[src/rtl/operand_stage.sv]
// Operand stage: sits between decode and EX. Selects source operands,
// detects hazards against the instruction held in the output register and
// the MEM-stage writer, and presents a registered instruction to EX through
// a valid/ready handshake.
//
// Configuration macro: OPERAND_FORWARDING_EN
//   defined   - EX/MEM results are bypassed into the operands; only a
//               load-use dependency on the instruction in EX stalls.
//   undefined - operands always come from the register file; any dependency
//               on a pending EX or MEM write stalls until it has retired.
module operand_stage #(
  parameter int DATA_W = 64,
  parameter int ADDR_W = 5
) (
  input  logic              clk,
  input  logic              reset,
  // decode-to-operand handshake and decoded fields
  input  logic              in_valid,
  output logic              in_ready,
  input  logic [ADDR_W-1:0] rs1,
  input  logic [ADDR_W-1:0] rs2,
  input  logic [ADDR_W-1:0] rd,
  input  logic              rd_we,
  input  logic              is_load,
  input  logic [DATA_W-1:0] pc,
  input  logic [DATA_W-1:0] imm,
  // register-file read data for rs1/rs2
  input  logic [DATA_W-1:0] rf_data1,
  input  logic [DATA_W-1:0] rf_data2,
  // EX result of the instruction held in the output register
  input  logic [DATA_W-1:0] ex_result,
  // MEM-stage writer
  input  logic              mem_valid,
  input  logic              mem_we,
  input  logic [ADDR_W-1:0] mem_rd,
  input  logic [DATA_W-1:0] mem_result,
  // squash
  input  logic              flush,
  // operand-to-EX handshake and registered instruction
  output logic              out_valid,
  input  logic              out_ready,
  output logic [DATA_W-1:0] out_op1,
  output logic [DATA_W-1:0] out_op2,
  output logic [DATA_W-1:0] out_pc,
  output logic [DATA_W-1:0] out_imm,
  output logic [ADDR_W-1:0] out_rd,
  output logic              out_rd_we,
  output logic              out_is_load,
  // hazard status
  output logic              hazard_stall,
  output logic [31:0]       stall_cycles
);

  // x0 is hard-wired to zero, so a write to it is never a real dependency.
  logic ex_hit1, ex_hit2, mem_hit1, mem_hit2;
  logic [DATA_W-1:0] op1_sel, op2_sel;
  logic capture;

  assign ex_hit1  = out_valid && out_rd_we && (out_rd == rs1) && (rs1 != '0);
  assign ex_hit2  = out_valid && out_rd_we && (out_rd == rs2) && (rs2 != '0);
  assign mem_hit1 = mem_valid && mem_we && (mem_rd == rs1) && (rs1 != '0);
  assign mem_hit2 = mem_valid && mem_we && (mem_rd == rs2) && (rs2 != '0);

  // Operand selection and hazard detection.
  always_comb begin
    // NOTE: every output of this block gets a default before any branch so
    // no path leaves it unassigned, which would infer a latch.
    op1_sel      = rf_data1;
    op2_sel      = rf_data2;
    hazard_stall = 1'b0;
`ifdef OPERAND_FORWARDING_EN
    // The youngest producer (EX) wins over the older one (MEM).
    if (ex_hit1)       op1_sel = ex_result;
    else if (mem_hit1) op1_sel = mem_result;
    if (ex_hit2)       op2_sel = ex_result;
    else if (mem_hit2) op2_sel = mem_result;
    // A load's data is not available in EX; wait one cycle for MEM bypass.
    hazard_stall = in_valid && out_is_load && (ex_hit1 || ex_hit2);
`else
    // Without bypass, any pending write to a source must retire first.
    hazard_stall = in_valid && (ex_hit1 || ex_hit2 || mem_hit1 || mem_hit2);
`endif
  end

  assign in_ready = !flush && !hazard_stall && (out_ready || !out_valid);
  assign capture  = in_valid && in_ready;

  // Output register: reset/flush clear, capture loads, a drained or stalled
  // slot becomes an all-zero bubble, a back-pressured slot holds.
  always_ff @(posedge clk) begin
    // NOTE: state is updated with non-blocking assignments so every register
    // samples the pre-edge values regardless of statement order.
    if (reset || flush) begin
      out_valid   <= 1'b0;
      out_op1     <= '0;
      out_op2     <= '0;
      out_pc      <= '0;
      out_imm     <= '0;
      out_rd      <= '0;
      out_rd_we   <= 1'b0;
      out_is_load <= 1'b0;
    end else if (capture) begin
      out_valid   <= 1'b1;
      out_op1     <= op1_sel;
      out_op2     <= op2_sel;
      out_pc      <= pc;
      out_imm     <= imm;
      out_rd      <= rd;
      out_rd_we   <= rd_we;
      out_is_load <= is_load;
    end else if (out_ready || !out_valid) begin
      out_valid   <= 1'b0;
      out_op1     <= '0;
      out_op2     <= '0;
      out_pc      <= '0;
      out_imm     <= '0;
      out_rd      <= '0;
      out_rd_we   <= 1'b0;
      out_is_load <= 1'b0;
    end
  end

  // Saturating count of cycles lost to hazards; squashed cycles don't count.
  always_ff @(posedge clk) begin
    if (reset)
      stall_cycles <= '0;
    else if (hazard_stall && !flush && (stall_cycles != 32'hFFFF_FFFF))
      stall_cycles <= stall_cycles + 32'd1;
  end

endmodule

[config.mk]
export PLATFORM = sky130hd
export DESIGN_NAME = operand_stage
export DESIGN_NICKNAME = d
export VERILOG_FILES = /design/src/rtl/operand_stage.sv
export SDC_FILE = /design/constraint.sdc
export NUM_CORES = 1
export LEC_CHECK = 0
export BUFFER_PORTS_ARGS = -buffer_cell sky130_fd_sc_hd__buf_4
export CORE_AREA = 3 3 274 276
export CTS_BUF_LIST = sky130_fd_sc_hd__clkbuf_4 sky130_fd_sc_hd__clkbuf_8
export CTS_CLUSTER_DIAMETER = 100
export DETAILED_ROUTE_END_ITERATION = 10
export DIE_AREA = 0 0 277 279
export GPL_TIMING_DRIVEN = 1
export PLACE_DENSITY = 0.42
export SLEW_MARGIN = 20
export SYNTH_ARGS = -nofsm -noshare
export SYNTH_HDL_FRONTEND = slang
export SYNTH_SLANG_ARGS = --single-unit
[constraint.sdc]
create_clock -name clk -period 5.5 [get_ports clk]
set_input_delay 0.55 -clock clk [delete_from_list [all_inputs] [get_ports clk]]
set_output_delay 0.55 -clock clk [all_outputs]
set_load 0.05 [all_outputs]
---- Yosys cells after proc, flatten, opt, wreduce, memory -nomap -nowiden ----
Cells that the tools add are included.
Widths: inputs -> output; s select.
storage, ports and cells
  bits of input ports ..................... 413
  word-level logic and storage cells ...... 53
  output and inout bits ................... 298
  flip-flop bits (word level) ............. 296
operators by class
  muxes and demuxes ....................... 11
  reduce and logical (&&, ||, !) cells .... 27
  equal/unequal tests ..................... 5
  add/sub/neg operators ................... 1
operators with widths
  kind                   count
  $mux 64                5
  $add 32x1->32 const B  1
  $ne 32x32->1 const B   1
  $eq 5x5->1             4
  $logic_and 1x1->1      16
  $mux 5                 2
  $reduce_bool 5->1      2
  $logic_or 1x1->1       5
  $mux 1                 4
  $logic_not 1->1        3
  $reduce_bool 2->1      1

---- Logic depth before layout (Yosys ltp) ----
Gate-level depths: netlist of the first run.
  depth after elaboration ................. 12
  depth in mapped cells ................... 9
  gate-level depth less buffers ........... 7

---- Least setup slack after synthesis of the first run ----
OpenSTA, ideal clock, no wires.
  path type ............................... input to output
  from .................................... input rs2[1]
  to ...................................... output in_ready
  cell stages on the path ................. 7
  path slack .............................. 1.667 ns
  buffers on the path ..................... 1
  data arrival time ....................... 3.283 ns
  required time ........................... 4.950 ns
  cell sequence ........................... or4_1 nor2_1 nor3_1 nor4_2 clkbuf_1 nor2b_1 nor3_1
on the way
  longest elaborated chain between the ends .. 10
  elaborated cells between the ends (all ways) .. 14
  classes of those cells .................. eq/ne (2); reduce/logical (12)
ends and longest elaborated chain
  item                              RTL line  text
  from (decl)                       21        input logic [ADDR_W-1:0] rs2,
  $eq 5x5->1                        60        assign ex_hit2 = out_valid && out_rd_we && (out_rd == rs2) && (rs2 != '0);
  $logic_and 1x1->1 (2 in a row)    60
  $logic_or 1x1->1 (2 in a row)     81        hazard_stall = in_valid && (ex_hit1 || ex_hit2 || mem_hit1 || mem_hit2);
  $logic_or 1x1->1 *                81
  $logic_and 1x1->1 *               81
  via hazard_stall                  50        output logic hazard_stall,
  $logic_not 1->1 *                 85        assign in_ready = !flush && !hazard_stall && (out_ready || !out_valid);
  $logic_and 1x1->1 * (2 in a row)  85
  to (decl)                         19        output logic in_ready,
Mark *: on every way through the listed nets, which the timed path passes. The rest lies on a longest branch.

---- Worst setup path after layout of the first run ----
  from .................................... input rs2[1]
  to ...................................... output in_ready
on the way
  longest elaborated chain between the ends .. 10
  elaborated cells between the ends (all ways) .. 14
  classes of those cells .................. eq/ne (2); reduce/logical (12)
ends and longest elaborated chain
  item                              RTL line
  $eq 5x5->1                        60
  $logic_and 1x1->1 (2 in a row)    60
  $logic_or 1x1->1 (2 in a row)     81
  $logic_or 1x1->1 *                81
  $logic_and 1x1->1 *               81
  $logic_not 1->1 *                 85
  $logic_and 1x1->1 * (2 in a row)  85
Every way passes the cells marked *; elsewhere a longest branch is shown, timed or not.

==> impl_results.md, run 1 <==
* Maximum capacitance violations at 0
* Die height at roughly 280 um
* Worst skew pair latency at 0.64 ns
* Synth Flop Type: dfxtp_1
* Synth Instances at 860
* Area Overhead vs Synth at 66.5%
* Post-synth top area cell: dfxtp_1
* Min cycle time layout at about 3.4 ns
* Starting Density at 0.137
* Syn nets at 1,274
* Synth top area cells: dfxtp_1, a22o_1, xnor2_1, clkbuf_1, nand3_1
* Clock sink count at 296
* CTS tree: built
* Hold buffers post-CTS at 0
* CTS clk-pin slew, worst paths at 0.06 ns
* CTS Buffer Depth at 3
* Gpl congestion at 0.779
* Post-synth EDFFs at 0
* RSZ-0062 raised after global routing: no
* Grt ovf at 0
* PwrDens at 307 nW/um^2
* Min-delay worst type: input pin to flop
* Sequential share of the synthesized area at 0.593
* Final HPWL DP at approximately 31,000 um
* Largest net degree at the start of global routing at between 100 and 150
* Number of remaining DRC errors at 0
* Pleak at approximately 7.2 nW
* CP max FO at 57
* Antenna violations before repair at 7
* Status: completed
* Port bufs at 582
* Commonest non-fill, non-tap cell in the layout: buf_4
* Final ANT Viol Nets at 0
* Final Max Slew Viols at 0
* Rows at 99
* Final Routed Wirelength at 41,900 um
* Nets@finish at 1,858
* Fmax at roughly 0.30 GHz
* Total Power at 5.10 mW
* Synth Warn # at 0
* Layout cells sized above 1 at 0.478
* # setup viols final at 0
* Global-route wire length before repair at between 60,000 and 70,000 um
* Core area at ~73,000 um^2
* Post-CTS Setup Bufs at 0
* Netlist Area Pre-Place at 9990 um^2
* Peak VDD IR at 0.000158 V
* Number of global-route vias before repair at 9,741
* Crit start category: input pin
* Setup TNS at 0 ns
* Syn Area/Cell at 11.6 um^2
* DR WL/cell at 17.1 um
* Hold Vio Cnt, Final at 0
* Post-synthesis register bit count at approximately 300
* Die Footprint at just under 80,000 um^2
* Root buf cell: clkbuf_8
* Fraction of registers with async set or reset after synthesis at 0
* Skew final at 0.0274 ns
* Required @ worst endpoint at 4.95 ns
* WP data arrival at 2.84 ns
* Vias at 9,476
* Die outline width at 277 um
* Worst-Margin Slew at 0.947 ns
* Tot GR Track Use at 0.101
* Critical Path End Type: primary output
* Number of vias per cell at 3.88
* Initial drt markers at 363
* Top cell type's share of synthesized area at 0.593
* Slew margin rel. at 0.369
* Pre-antenna DRT Iters at 4
* IO Pins at 711
* CTS Buf Count at between 50 and 60
* Post-synth cell types at 36
* Post-CTS sizing at 0
* Most frequent cells in the layout: buf_4, dfxtp_1, a22o_1
* Htree depth at 2
* Critical path type: input pin to primary output
* Final Cycle Share at 0.616
cell type report:
cell class	instances	area [um^2]
diodes	2	5.00
clock buffers	87	1070
clock inverters	11	109
fillers	7891	56200
inverters	4	15.0
multi-input cells	489	3750
flip-flops and latches	296	5930
well taps	959	1200
repair buffers	595	4550
worst paths after layout:
| check | from | endpoint | slack, ns | depth (start not counted) |
|---|---|---|---|---|
| hold / removal | pc[59] | out_pc[59] | 0.12 | 2 |
| setup reg to reg | out_rd[2] | out_op2[12] | 2.64 | 8 |
| hold reg to reg | out_pc[33] | out_pc[33] | 0.47 | 1 |
| setup / recovery | rs2[1] | in_ready | 2.11 | 9 |
where the power goes:
part	internal, mW	switching (mW)
logic	0.258	0.329
clock network	1.29	0.986
registers	2.20	0.0345
total	3.75	1.35
metrics by stage:
stage | std cells | util | setup slack [ns] | hold WS (ns) | area (um^2)
2_1_floorplan | 860 | - | 1.67 | 0.629 | 9990
3_3_place_gp | 2342 | 0.212 | 1.91 | 0.457 | 15400
3_5_place_dp | 2343 | 0.212 | 1.91 | 0.456 | 15400
4_1_cts | 2441 | 0.228 | 2.07 | 0.00748 | 16600
5_1_grt | 2442 | 0.228 | 1.90 | 0.0370 | 16600
6_report | 2443 | 0.228 | 2.11 | 0.119 | 16600
cells by family (layout without fill, tap and decap cells):
kind of cell,count (synthesis),after routing,synth area share
compound gates,312,312,0.260
flops,296,296,0.593
simple gates,147,147,0.0838
buf+inv,75,697,0.0341
xor+xnor,20,20,0.0175
mux,9,9,0.0101
fa+ha+maj,1,1,0.00125
other cells,0,2,0
worst max-delay path, cell delays in order:
cell and delay (ns):
buf_4 0.13, or4_1 0.52, nor2_1 0.14, nor3_1 0.09
nor4_4 0.34, buf_4 0.49, nor2b_1 0.12, nor3_1 0.20
buf_4 0.23
sequential cells by signal, summed over array words and instances, names as in the netlist:
name / cells
out_rd_we: 1
out_op2: 64
out_imm: 64
out_valid: 1
out_is_load: 1
stall_cycles: 32
out_pc: 64
out_rd: 5
out_op1: 64
cell usage after synthesis (10+ instances only):
| cell type | n |
|---|---|
| buf_2 | 23 |
| a21oi_1 | 24 |
| nand3_1 | 27 |
| or4_1 | 13 |
| o21ai_0 | 10 |
| o31ai_1 | 10 |
| nor2b_1 | 12 |
| dfxtp_1 | 296 |
| clkbuf_1 | 40 |
| a22o_1 | 263 |
| nand4_1 | 16 |
| xnor2_1 | 20 |
| nand2_1 | 13 |
| nor2_1 | 19 |
| nor3_1 | 17 |
metal layers:
metal / GRT usage / routed length [um] / vias up
li1: - / - / 4491
met2: 0.174 / 20700 / 418
met3: 0.0406 / 3810 / 82
met5: 0 / 57 / -
met4: 0.0365 / 1100 / 10
met1: 0.113 / 16200 / 4475
(Power assumes the default switching activity.)
==> run 2: changes to the inputs <==
CORE_AREA = 3 3 275 277   (was 3 3 274 276)
DIE_AREA = 0 0 278 280   (was 0 0 277 279)
clock period = 3.3 ns   (was 5.5 ns; I/O delays follow)
==> run 2 against run 1 <==
Against the previous run: utilization up 3.8 points; clock power up 74%; critical path type is now flop to primary output; highest routed layer unchanged; non-clock buffer count is 282 higher.
==> impl_results.md, run 2 (synthesized netlist as in run 1, its figures left out) <==
* Final ANT Viol Nets at 0 (unchanged)
* NetSw at 2.34 mW (+74%)
* Status: completed
* GR peak layer: met2
* Die outline width at 278 um (+0.36%)
* Min cycle time layout at ~3.0 ns
* Gpl congestion at 0.761 (-2.3%)
* Cells on worst reg2reg path at 7 (-1)
* Final Max Slew Viols at 0 (unchanged)
* Worst skew pair latency at 0.64 ns (about the same)
* Clock sink count at 296 (unchanged)
* Commonest non-fill, non-tap cell in the layout: buf_4
* CTS tree: built
* Die height at 280 um (+0.36%)
* Root buf cell: clkbuf_8
* Crit path max-delay cell type: dfxtp_1
* Required @ worst endpoint at 2.97 ns (-1.98 ns)
* Maximum capacitance violations at 0 (unchanged)
* Nets@finish at 2,139 (+15%)
* Crit start category: flop
* Clk pwr share at 0.442 (-0.004)
* Family with the most delay on the worst path: simple AND/OR/NAND/NOR gates
* Fillcell total at 7,659 (-2.9%)
* Worst-path cell chain: xnor2_1 > nand4_1 > nor3_1 > nor4_4 > buf_6 > nor2b_1 > nor3_2 > buf_4
* Port bufs at 582 (unchanged)
* DR WL/cell at 16.4 um (-4.5%)
* Vias at 10,600 (+12%)
* RR Startpoint: stall_cycles[3]
* WP depth at 8 (-1)
* WP buf/inv at 2 (-1)
* RSZ-0062 raised after global routing: no
* CTS Buffer Depth at 3 (unchanged)
* Critical Path End Type: primary output
* Internal power at 6.59 mW (+76%)
* Most frequent cells in the layout: buf_4, dfxtp_1, dlygate4sd3_1
* Tot GR Track Use at 0.108 (+0.00679)
* Pleak at 8.42 nW (+17%)
* WP data arrival at 2.63 ns (-0.21 ns)
* Die Footprint at 77,800 um^2 (+0.72%)
* CP Launch Point: out_rd[3]
* GR met1 Demand/Resource at 0.120 (+0.00720)
* Final Routed Wirelength at 44,600 um (+6.6%)
* Final Cycle Share at 0.896
* Worst-Margin Slew at 0.664 ns (-0.283 ns)
* Critical path type: flop to primary output
* Htree depth at 2 (unchanged)
* R2R setup slack at 0.68 ns (-1.96 ns)
* Layout cells sized above 1 at 0.413 (-0.0649)
* Area Overhead vs Synth at 95.1%
* Number of global-route vias before repair at 11,200 (+15%)
* CP max FO at 42 (-26%)
* Met3 Use GR at 0.0379 (-0.00269)
* Crit Reg-Reg Endpoint: stall_cycles[22]
* Setup TNS at 0 ns (unchanged)
* Largest net degree at the start of global routing at 69 (-46%)
* Core area at 73,100 um^2 (+0.34%)
* Min-delay worst type: input pin to flop
* Peak VDD IR at 0.000280 V (+77%)
* Met2 Use GR at 0.189 (+0.0148)
* Pre-antenna DRT Iters at 5 (+1)
* Share of power burned in registers at 0.417 (-0.022)
* Grt ovf at 0 (unchanged)
* CTS Buf Count at 57 (-1.7%)
* Hold Vio Cnt, Final at 0 (unchanged)
* Global-route wire length before repair at 66,400 um (+8.6%)
* Antenna violations before repair at 3 (-4)
* Comb pwr share at 0.141 (+0.026)
* Hold_ws at 0.199 ns (+0.0802 ns)
* Util after Layout at 0.267 (+0.0383)
* Total placed cells including tap cells at 2,360 (+0.73%)
* Fmax at roughly 0.34 GHz
* Finished Layout Cells at 2,728 (+12%)
* Initial drt markers at 387 (+6.6%)
* Starting Density at 0.137 (-0.000465)
* PwrDens at 458 nW/um^2 (+49%)
* # setup viols final at 0 (unchanged)
* Max incr delay on CP at 0.44 ns (-0.08 ns)
* Skew final at 0.0332 ns (+0.00582 ns)
* Switch share at 0.262 (-0.00247)
* Rows at 99 (unchanged)
* Slew margin rel. at 0.558 (+0.189)
* Final HPWL DP at 32,000 um (+4.7%)
* IO Pins at 711 (unchanged)
* End point of the critical path: in_ready
* Number of vias per cell at 3.90 (+0.49%)
* CTS clk-pin slew, worst paths at 0.06 ns (about the same)
* Number of remaining DRC errors at 0 (unchanged)
-- run 2: worst min path at each step --
| stage | startpoint | to | cells past startpoint |
|---|---|---|---|
| 4_1_cts | reset | stall_cycles[2] | 2 |
| 6_report | reset | stall_cycles[30] | 2 |
| 3_3_place_gp | out_pc[27] | out_pc[27] | 1 |
| 2_1_floorplan | flush | out_valid | 1 |
| 5_1_grt | reset | stall_cycles[21] | 2 |
| 3_5_place_dp | out_imm[57] | out_imm[57] | 1 |
-- run 2: cell type report --
| class | count | area [um^2] | share of cell area |
|---|---|---|---|
| Clock inverter | 13 | 149 | 0.00764 |
| Clock buffer | 89 | 1090 | 0.0561 |
| Antenna cell | 1 | 2.50 | 0.000128 |
| Multi-Input combinational cell | 489 | 3750 | 0.192 |
| Inverter | 4 | 15.0 | 0.000771 |
| Tap cell | 959 | 1200 | 0.0616 |
| Sequential cell | 296 | 5930 | 0.304 |
| Timing Repair Buffer | 877 | 7350 | 0.377 |
-- run 2: layer usage --
metal	part of all wire	vias up
li1	-	5070
met1	0.39	5041
met2	0.50	434
met3	0.080	84
met4	0.034	4
met5	0.00060	-
-- run 2: repair_timing --
action,in CTS,in global routing
hold buffers,265,0
resized for setup,0,1
setup endpoints to repair,0,1
endpoints found under the hold margin,264,0
setup buffers,0,0
-- run 2: power by group through the flow --
| stage | registers [mW] | clock network, mW | logic (mW) |
|---|---|---|---|
| after CTS | 3.73 | 4.15 | 1.26 |
| final | 3.73 | 3.95 | 1.26 |
| after global placement | 3.80 | 0 | 0.995 |
| after global routing | 3.74 | 4.29 | 1.32 |
| after floorplan | 4.11 | 0 | 0.176 |
| after detailed placement | 3.80 | 0 | 0.999 |
-- run 2: metrics by stage --
step | area [um^2] | power, mW | setup slack [ns]
after floorplan | 9990 | 4.29 | 0.334
after global placement | 15600 | 4.80 | 0.369
after detailed placement | 15600 | 4.80 | 0.394
after CTS | 19500 | 9.14 | 0.131
after global routing | 19500 | 9.34 | 0.0753
final | 19500 | 8.93 | 0.342
